`src/rtl/ps2_tx_if.sv`:
```
// Command-byte handshake between a host-side producer and the PS/2 transmitter.
// valid/ready: a byte transfers on a rising clock edge where tx_valid and tx_ready are both high;
// tx_valid is ignored while tx_ready is low.
interface ps2_tx_if;
    logic [7:0] tx_data;
    logic       tx_valid;
    logic       tx_ready;

    modport master (
        output tx_data,
        output tx_valid,
        input  tx_ready
    );

    modport slave (
        input  tx_data,
        input  tx_valid,
        output tx_ready
    );
endinterface

```
`src/rtl/ps2_tx.sv`:
```
// Host-to-keyboard PS/2 command transmitter: inhibits the bus, issues a request-to-send,
// shifts a byte out on device clock falls, and checks the device ACK with a timeout.
module ps2_tx #(
    parameter int INHIBIT_CYCLES = 2500,
    parameter int TIMEOUT_CYCLES = 50000
) (
    input  logic       CLK_CPU,
    input  logic       resetp,
    ps2_tx_if.slave    tx_if,
    input  logic       keyboard_clock,
    input  logic       keyboard_data,
    output logic       kb_clock_oe,
    output logic       kb_data_oe,
    output logic       busy,
    output logic       tx_done,
    output logic       tx_error,
    output logic [2:0] dbg_state_o
);

    localparam int MAX_CYCLES = (INHIBIT_CYCLES > TIMEOUT_CYCLES) ? INHIBIT_CYCLES : TIMEOUT_CYCLES;
    localparam int CW         = $clog2(MAX_CYCLES + 1);
    localparam logic [CW-1:0] INH_LAST = CW'(INHIBIT_CYCLES - 1);
    localparam logic [CW-1:0] TO_LAST  = CW'(TIMEOUT_CYCLES - 1);

    typedef enum logic [2:0] {
        IDLE      = 3'd0,
        INHIBIT   = 3'd1,
        START     = 3'd2,
        SHIFT     = 3'd3,
        ACK       = 3'd4,
        WAIT_IDLE = 3'd5
    } state_t;

    state_t        state_q;
    logic [9:0]    frame_q;
    logic [3:0]    bit_cnt_q;
    logic [CW-1:0] cnt_q;
    logic          clk_s1_q, clk_s2_q, clk_h_q;
    logic          dat_s1_q, dat_s2_q;
    logic          kb_clock_oe_q, kb_data_oe_q;
    logic          tx_ready_q, busy_q, tx_done_q, tx_error_q;

    logic clk_fall;
    assign clk_fall = clk_h_q & ~clk_s2_q;

    always_ff @(posedge CLK_CPU) begin
        if (resetp) begin
            state_q       <= IDLE;
            frame_q       <= '0;
            bit_cnt_q     <= '0;
            cnt_q         <= '0;
            clk_s1_q      <= 1'b1;
            clk_s2_q      <= 1'b1;
            clk_h_q       <= 1'b1;
            dat_s1_q      <= 1'b1;
            dat_s2_q      <= 1'b1;
            kb_clock_oe_q <= 1'b0;
            kb_data_oe_q  <= 1'b0;
            tx_ready_q    <= 1'b1;
            busy_q        <= 1'b0;
            tx_done_q     <= 1'b0;
            tx_error_q    <= 1'b0;
        end else begin
            clk_s1_q   <= keyboard_clock;
            clk_s2_q   <= clk_s1_q;
            clk_h_q    <= clk_s2_q;
            dat_s1_q   <= keyboard_data;
            dat_s2_q   <= dat_s1_q;
            tx_done_q  <= 1'b0;
            tx_error_q <= 1'b0;

            case (state_q)
                IDLE: begin
                    if (tx_if.tx_valid) begin
                        frame_q       <= {1'b1, ~^tx_if.tx_data, tx_if.tx_data};
                        cnt_q         <= '0;
                        bit_cnt_q     <= '0;
                        kb_clock_oe_q <= 1'b1;
                        kb_data_oe_q  <= 1'b0;
                        tx_ready_q    <= 1'b0;
                        busy_q        <= 1'b1;
                        state_q       <= INHIBIT;
                    end
                end
                INHIBIT: begin
                    if (cnt_q == INH_LAST) begin
                        cnt_q        <= '0;
                        kb_data_oe_q <= 1'b1;
                        state_q      <= START;
                    end else begin
                        cnt_q <= cnt_q + 1'b1;
                    end
                end
                START: begin
                    // Releasing the clock with data held low is the request-to-send (start bit).
                    kb_clock_oe_q <= 1'b0;
                    kb_data_oe_q  <= 1'b1;
                    cnt_q         <= '0;
                    bit_cnt_q     <= '0;
                    state_q       <= SHIFT;
                end
                SHIFT: begin
                    if (clk_fall) begin
                        kb_data_oe_q <= ~frame_q[0];
                        frame_q      <= {1'b0, frame_q[9:1]};
                        bit_cnt_q    <= bit_cnt_q + 1'b1;
                        cnt_q        <= '0;
                        if (bit_cnt_q == 4'd9) begin
                            state_q <= ACK;
                        end
                    end else if (cnt_q == TO_LAST) begin
                        kb_clock_oe_q <= 1'b0;
                        kb_data_oe_q  <= 1'b0;
                        tx_error_q    <= 1'b1;
                        tx_ready_q    <= 1'b1;
                        busy_q        <= 1'b0;
                        cnt_q         <= '0;
                        state_q       <= IDLE;
                    end else begin
                        cnt_q <= cnt_q + 1'b1;
                    end
                end
                ACK: begin
                    if (clk_fall && !dat_s2_q) begin
                        cnt_q   <= '0;
                        state_q <= WAIT_IDLE;
                    end else if (clk_fall || cnt_q == TO_LAST) begin
                        kb_clock_oe_q <= 1'b0;
                        kb_data_oe_q  <= 1'b0;
                        tx_error_q    <= 1'b1;
                        tx_ready_q    <= 1'b1;
                        busy_q        <= 1'b0;
                        cnt_q         <= '0;
                        state_q       <= IDLE;
                    end else begin
                        cnt_q <= cnt_q + 1'b1;
                    end
                end
                WAIT_IDLE: begin
                    if (clk_s2_q && dat_s2_q) begin
                        tx_done_q  <= 1'b1;
                        tx_ready_q <= 1'b1;
                        busy_q     <= 1'b0;
                        cnt_q      <= '0;
                        state_q    <= IDLE;
                    end else if (clk_fall) begin
                        cnt_q <= '0;
                    end else if (cnt_q == TO_LAST) begin
                        kb_clock_oe_q <= 1'b0;
                        kb_data_oe_q  <= 1'b0;
                        tx_error_q    <= 1'b1;
                        tx_ready_q    <= 1'b1;
                        busy_q        <= 1'b0;
                        cnt_q         <= '0;
                        state_q       <= IDLE;
                    end else begin
                        cnt_q <= cnt_q + 1'b1;
                    end
                end
                default: begin
                    kb_clock_oe_q <= 1'b0;
                    kb_data_oe_q  <= 1'b0;
                    tx_ready_q    <= 1'b1;
                    busy_q        <= 1'b0;
                    cnt_q         <= '0;
                    state_q       <= IDLE;
                end
            endcase
        end
    end

    assign tx_if.tx_ready = tx_ready_q;
    assign kb_clock_oe    = kb_clock_oe_q;
    assign kb_data_oe     = kb_data_oe_q;
    assign busy           = busy_q;
    assign tx_done        = tx_done_q;
    assign tx_error       = tx_error_q;
    assign dbg_state_o    = state_q;

endmodule

```
`src/flat_wrapper.sv`:
```
// flat-port wrapper written by rule: the top's interface ports become plain ports
module ps2_tx_flat 
#(
    parameter int INHIBIT_CYCLES = 2500,
    parameter int TIMEOUT_CYCLES = 50000
)
  (CLK_CPU, resetp, keyboard_clock, keyboard_data, kb_clock_oe, kb_data_oe, busy, tx_done, tx_error, dbg_state_o, tx_if_tx_data, tx_if_tx_valid, tx_if_tx_ready);
  ps2_tx_if tx_if_i ();
  input  logic CLK_CPU;
  input  logic resetp;
  input  logic keyboard_clock;
  input  logic keyboard_data;
  output logic kb_clock_oe;
  output logic kb_data_oe;
  output logic busy;
  output logic tx_done;
  output logic tx_error;
  output logic [2:0] dbg_state_o;
  input wire logic [$bits(tx_if_i.tx_data)-1:0] tx_if_tx_data;
  input wire logic [$bits(tx_if_i.tx_valid)-1:0] tx_if_tx_valid;
  output wire logic [$bits(tx_if_i.tx_ready)-1:0] tx_if_tx_ready;
  assign tx_if_i.tx_data = tx_if_tx_data;
  assign tx_if_i.tx_valid = tx_if_tx_valid;
  assign tx_if_tx_ready = tx_if_i.tx_ready;
  ps2_tx #(.INHIBIT_CYCLES(INHIBIT_CYCLES), .TIMEOUT_CYCLES(TIMEOUT_CYCLES)) u_core (.CLK_CPU(CLK_CPU), .resetp(resetp), .tx_if(tx_if_i), .keyboard_clock(keyboard_clock), .keyboard_data(keyboard_data), .kb_clock_oe(kb_clock_oe), .kb_data_oe(kb_data_oe), .busy(busy), .tx_done(tx_done), .tx_error(tx_error), .dbg_state_o(dbg_state_o));
endmodule
```
`config.mk`:
```
export PLATFORM = sky130hd
export DESIGN_NAME = ps2_tx_flat
export DESIGN_NICKNAME = d
export VERILOG_FILES = /design/src/rtl/ps2_tx_if.sv /design/src/rtl/ps2_tx.sv /design/src/flat_wrapper.sv
export SDC_FILE = /design/constraint.sdc
export NUM_CORES = 1
export LEC_CHECK = 0
export ABC_AREA = 1
export CAP_MARGIN = 0
export CORE_MARGIN = 2
export CORE_UTILIZATION = 30
export CTS_BUF_LIST = sky130_fd_sc_hd__clkbuf_16
export CTS_CLUSTER_SIZE = 25
export DETAILED_ROUTE_END_ITERATION = 7
export PLACE_DENSITY = 0.5
export SYNTH_ARGS = -nofsm -noshare
export SYNTH_HDL_FRONTEND = slang
export SYNTH_SLANG_ARGS = --single-unit
export TNS_END_PERCENT = 1
```
`constraint.sdc`:
```
create_clock -name CLK_CPU -period 2.25 [get_ports CLK_CPU]
set_input_delay 0.5625 -clock CLK_CPU [delete_from_list [all_inputs] [get_ports CLK_CPU]]
set_output_delay 0.5625 -clock CLK_CPU [all_outputs]
set_load 0.01 [all_outputs]
```
Word level (Yosys, flattened, before mapping)
Index checks and enable logic that the tools add are counted.
{ "op_classes": {"n_mux": 55, "n_reduce_logical": 16, "order_cmp": 0, "n_shift": 0, "div_mod_pow": 0, "bitwise": 6, "multipliers": 0, "n_eq_ne": 18, "addsub": 2} }
{ "ops": {"columns": ["cell", "n"], "rows": [
  ["16-bit two-way mux", 7],
  ["16-bit one-hot mux with 5 select lines", 1],
  ["3-bit two-way mux", 9],
  ["1-bit two-way mux", 26],
  ["10-bit two-way mux", 2],
  ["10-bit one-hot mux with 2 select lines", 1],
  ["3-bit one-hot mux with 6 select lines", 1],
  ["16-bit by 1-bit adder with 16-bit output, second input constant", 1],
  ["16-bit by 12-bit == test with 1-bit output, second input constant", 1],
  ["16-bit == test, second input constant", 1],
  ["1-bit one-hot mux with 5 select lines", 3],
  ["4-bit one-hot mux with 3 select lines", 1],
  ["5-bit AND reduction", 2],
  ["4-bit two-way mux", 2],
  ["2-bit inequality test, second input constant", 4],
  ["8-bit XNOR reduction", 1],
  ["3-bit by 2-bit == test with 1-bit output, second input constant", 2],
  ["3-bit == test, second input constant", 2],
  ["2-bit by 1-bit inequality test with 1-bit output, second input constant", 3],
  ["3-bit inequality test, second input constant", 2],
  ["1-bit one-hot mux with 6 select lines", 1],
  ["3-bit AND reduction", 2],
  ["6-bit AND reduction", 1],
  ["1-bit inverter", 5],
  ["other kinds (14)", 16]
]} }
{ "word_totals": {"register_bits": 44, "memories": 0, "inputBits": 13, "romBits": 0, "elab_cells": 112, "mem_bits_rw": 0, "latch_bits": 0} }

Logic depth before layout (Yosys ltp)
{ "depth": {"word_depth": 6, "depth_mapped": 11, "mapped_depth_nobuf": 11} }

Least setup slack after synthesis
OpenSTA, ideal clock, no wires.
{ "synth_timing": {"kind": "register -> register", "startpoint": "register u_core.cnt_q[0]", "endpoint": "register u_core.cnt_q[1]", "period_less_slack_ns": 1.625, "t_arrival_ns": 1.493, "setup_slack_ns": 0.625, "stages_incl_launch_ff": 10, "required_time_ns": 2.118, "n_path_buf": 1, "path_cell_list": "dfxtp_1 ha_1 nand3_2 nor2_1 nand2_4 nand3_2 nand3_4 buf_12 nand2_4 a21oi_2"} }
{ "synth_between": {"elab_chain_len": 5, "elab_cells_between_ends": 11, "cone_classes": "add/sub: 1; eq/ne: 2; mux: 7; reduce/logical: 1"} }
{ "synth_rtl": {"columns": ["element", "line", "source"], "rows": [
  ["from (decl)", "ps2_tx.sv:37", "logic [CW-1:0] cnt_q;"],
  ["from (signal assigned)", "ps2_tx.sv:91", "cnt_q <= cnt_q + 1'b1;"],
  ["from (signal assigned)", "ps2_tx.sv:120", "cnt_q <= cnt_q + 1'b1;"],
  ["from (signal assigned)", "ps2_tx.sv:136", "cnt_q <= cnt_q + 1'b1;"],
  ["16-bit by 1-bit adder with 16-bit output / 16-bit == test (equally long branches)", null, null],
  ["16-bit two-way mux / 1-bit logical OR (equally long branches)", "ps2_tx.sv:111, ps2_tx.sv:148, ps2_tx.sv:127", null],
  ["16-bit two-way mux, on equally long branches", "ps2_tx.sv:103, ps2_tx.sv:127", null],
  ["16-bit two-way mux, on equally long branches", "ps2_tx.sv:140, ps2_tx.sv:124", null],
  ["16-bit one-hot mux with 5 select lines (*)", "ps2_tx.sv:72", "case (state_q)"]
]} }
Mark *: on every way between the ends. The rest lies on a longest branch, timed or not.
A chain may end at the register's enable or synchronous reset.

Worst setup path after layout
{ "layout_timing": {"startpoint": "register u_core.state_q[0] (netlist: u_core.dbg_state_o[0])", "endpoint": "output dbg_state_o[0]"} }
{ "layout_rtl": {"columns": ["element", "line", "source"], "rows": [
  ["from (decl)", "ps2_tx.sv:34", "state_t state_q;"],
  ["from (signal assigned)", "ps2_tx.sv:48", "state_q <= IDLE;"],
  ["from (signal assigned)", "ps2_tx.sv:82", "state_q <= INHIBIT;"],
  ["from (signal assigned)", "ps2_tx.sv:89", "state_q <= START;"],
  ["to (decl)", "flat_wrapper.sv:18", "output logic [2:0] dbg_state_o;"]
]} }
No word-level cell between the ends.

==> out/summary.txt <==
crit path max fanout -> 8
Hold Crit Depth -> 1
Gate power share -> 0.476
Worst Max-Slew Pin Slew -> 0.460 ns
first-pass GRT wire length -> 12200 µm
final slew viol count -> 0
most instantiated library cell after synthesis -> nand2_1
Critical-path top delay cell -> clkdlybuf4s50_1
Pint -> 2.03 mW
#FFs+latches synth -> 44
prevailing post-synth register cell -> dfxtp_1
Max Fclk -> 0.508 GHz
postcts setup bufs -> 0
clk slew on worst S/H paths -> 0.06 ns
Fin. Hold Viols -> 0
synth unique cells -> 34
Detail Placement HPWL -> 5230 µm
IO Pins -> 22
worst-path cell chain -> clkdlybuf4s50_1
Reg2Reg Depth -> 9
later-pin clock latency in the skew report -> 0.28 ns
Leakage -> 1.42 nW
Placed Cells -> 552
via count -> 2715
GRT Total Usage -> 0.151
maxcap violations -> 0
Worst path depth -> 1
die height -> 100 µm
Worst slew margin -> 0.691
FFs w/ async S/R, synth -> 0
TritonCTS Sinks -> 44
die area -> 10000 µm²
DIE WIDTH -> 100 µm
number of remaining DRC errors -> 0
Fillers -> 991
Clk pwr share -> 0.236
Total Nets Final -> 464
cells after synthesis -> 419
largest net degree at the start of global routing -> 18
ANT nets after route -> 0
post-synthesis sequential area ratio -> 0.318
layout overhead on the synthesized area -> 19.3%
Post-CTS Resized -> 0
grt total ovfl -> 0
H-tree levels -> 2
VDD IR max -> 0.000631 V
fin cells -> 560
Core Footprint -> 9110 µm²
status -> complete, no violations
final WL -> 6970 µm
root buf cell -> clkbuf_16
sw power -> 1.48 mW
crit path launch -> u_core.dbg_state_o[0]$_SDFFE_PP0P_
ant diodes -> 0
Power Dens Cells -> 1060 nW/µm²
1st-iter DRT viols -> 143
CTS tree -> yes
Critical Path RT -> 1.69 ns
crit end category -> primary output
largest cells by area after synthesis -> dfxtp_1 32%, nand2_1 14%, nor2_1 7.4%
layout cell share with drive strength beyond 1 -> 0.156
initial antenna violation count -> 0
Setup crit start kind -> flip-flop
Fin Setup TNS -> 0 ns
total CTS buffers -> 5
routability cong. -> 0.934
CP arrival -> 1.41 ns
Period Utilization, post-route -> 0.875
Yosys warnings -> 0
drt pass-1 iters -> 5
WL/cell -> 12.5 µm
sequential cell fraction of total power -> 0.288
Clock Skew -> 0.00394 ns
count of input and output buffers -> 21
CP peak stage delay -> 0.61 ns
switching part of the total power -> 0.422
final worst path period need -> 1.97 ns
min-delay src -> u_core.dat_s1_q$_SDFF_PP1_
vias in the first global route -> 2611
setup violators final -> 0
list of most frequent post-synthesis cells -> 104 x nand2_1, 55 x nor2_1, 44 x dfxtp_1
EDFF count, synth -> 0
Bufs and invs on worst path -> 1
Rows -> 35
Bufs on Longest Clock Path -> 2
CTS Hold Bufs -> 0
Synth top area share -> 0.318
Vias/cell -> 4.85
Hold WC Path Type -> flip-flop to flip-flop
unrepaired setup endpoints after global routing -> no
initial core utilization -> 0.304
RR Startpoint -> u_core.cnt_q[0]$_SDFFE_PP0N_
Net Count, Synth -> 435
Critical Setup Path Class -> flip-flop to primary output
cell area after synthesis -> 2770 µm²
Synth area leader -> dfxtp_1
Syn Area/Cell -> 6.61 µm²
delay-heaviest family, CP -> buffers and inverters
layout by cell type, fill, tap and decap left out, types with 11 or more instances in the layout:
cell type and count:
o21ai_1 15, nand3_1 22, inv_2 12, nor2_1 55, o21ai_0 11, dfxtp_1 44
buf_4 11, a21oi_1 24, inv_1 37, clkdlybuf4s50_1 21, nand2_1 104, nand2_4 12
through the flow:
| stage | power (mW) | setup WS (ns) | hold WS [ns] | util | area (µm²) |
|---|---|---|---|---|---|
| 2_1_floorplan | 2.27 | 0.625 | 0.389 | - | 2770 |
| 3_3_place_gp | 2.69 | 0.315 | 0.392 | 0.345 | 3140 |
| 3_5_place_dp | 2.69 | 0.312 | 0.397 | 0.345 | 3140 |
| 4_1_cts | 3.55 | 0.269 | 0.412 | 0.363 | 3310 |
| 5_1_grt | 3.80 | 0.225 | 0.433 | 0.363 | 3310 |
| 6_report | 3.51 | 0.280 | 0.411 | 0.363 | 3310 |
logic make-up (layout without fill, tap and decap cells):
group	Yosys count	count (layout)	share of synthesized area
flops	44	44	0.318
simple gates	230	230	0.395
fa+ha+maj	3	3	0.0135
buf+inv	60	90	0.0907
compound gates	72	72	0.151
xor+xnor	10	10	0.0316
sequential cells by signal, indices dropped and copies added (netlist names), 3 cells and up:
name and flops:
u_core.bit_cnt_q 4, u_core.dbg_state_o 3, u_core.frame_q 10, u_core.cnt_q 16
power by group through the flow:
stage	Sequential, mW	Combinational [mW]	Clock [mW]
after floorplan	1.03	1.24	0
after global placement	1.03	1.66	0
after detailed placement	1.02	1.67	0
after CTS	1.01	1.69	0.856
after global routing	1.03	1.88	0.890
final	1.01	1.67	0.826
layout make-up:
| cell class | count | area [µm²] | share of cell area |
|---|---|---|---|
| clock inverter | 3 | 42.5 | 0.0129 |
| clock buffer | 5 | 125 | 0.0378 |
| multi-input combinational | 315 | 1640 | 0.496 |
| timing repair buffer | 32 | 293 | 0.0885 |
| sequential | 44 | 881 | 0.266 |
| inverter | 50 | 188 | 0.0568 |
| tap | 111 | 139 | 0.0420 |
per-layer routing:
layer,global-route usage,wire length [µm]
met2,0.246,3200
met5,0,0
met1,0.204,3400
met4,0.0358,29
met3,0.0327,346
final timing paths:
kind | end | slack (ns)
max | dbg_state_o[0] | 0.28
min | u_core.dat_s2_q$_SDFF_PP1_ | 0.41
max reg2reg | u_core.cnt_q[0]$_SDFFE_PP0N_ | 0.37
min reg2reg | u_core.dat_s2_q$_SDFF_PP1_ | 0.41
Power figures use the tool's default switching activity.
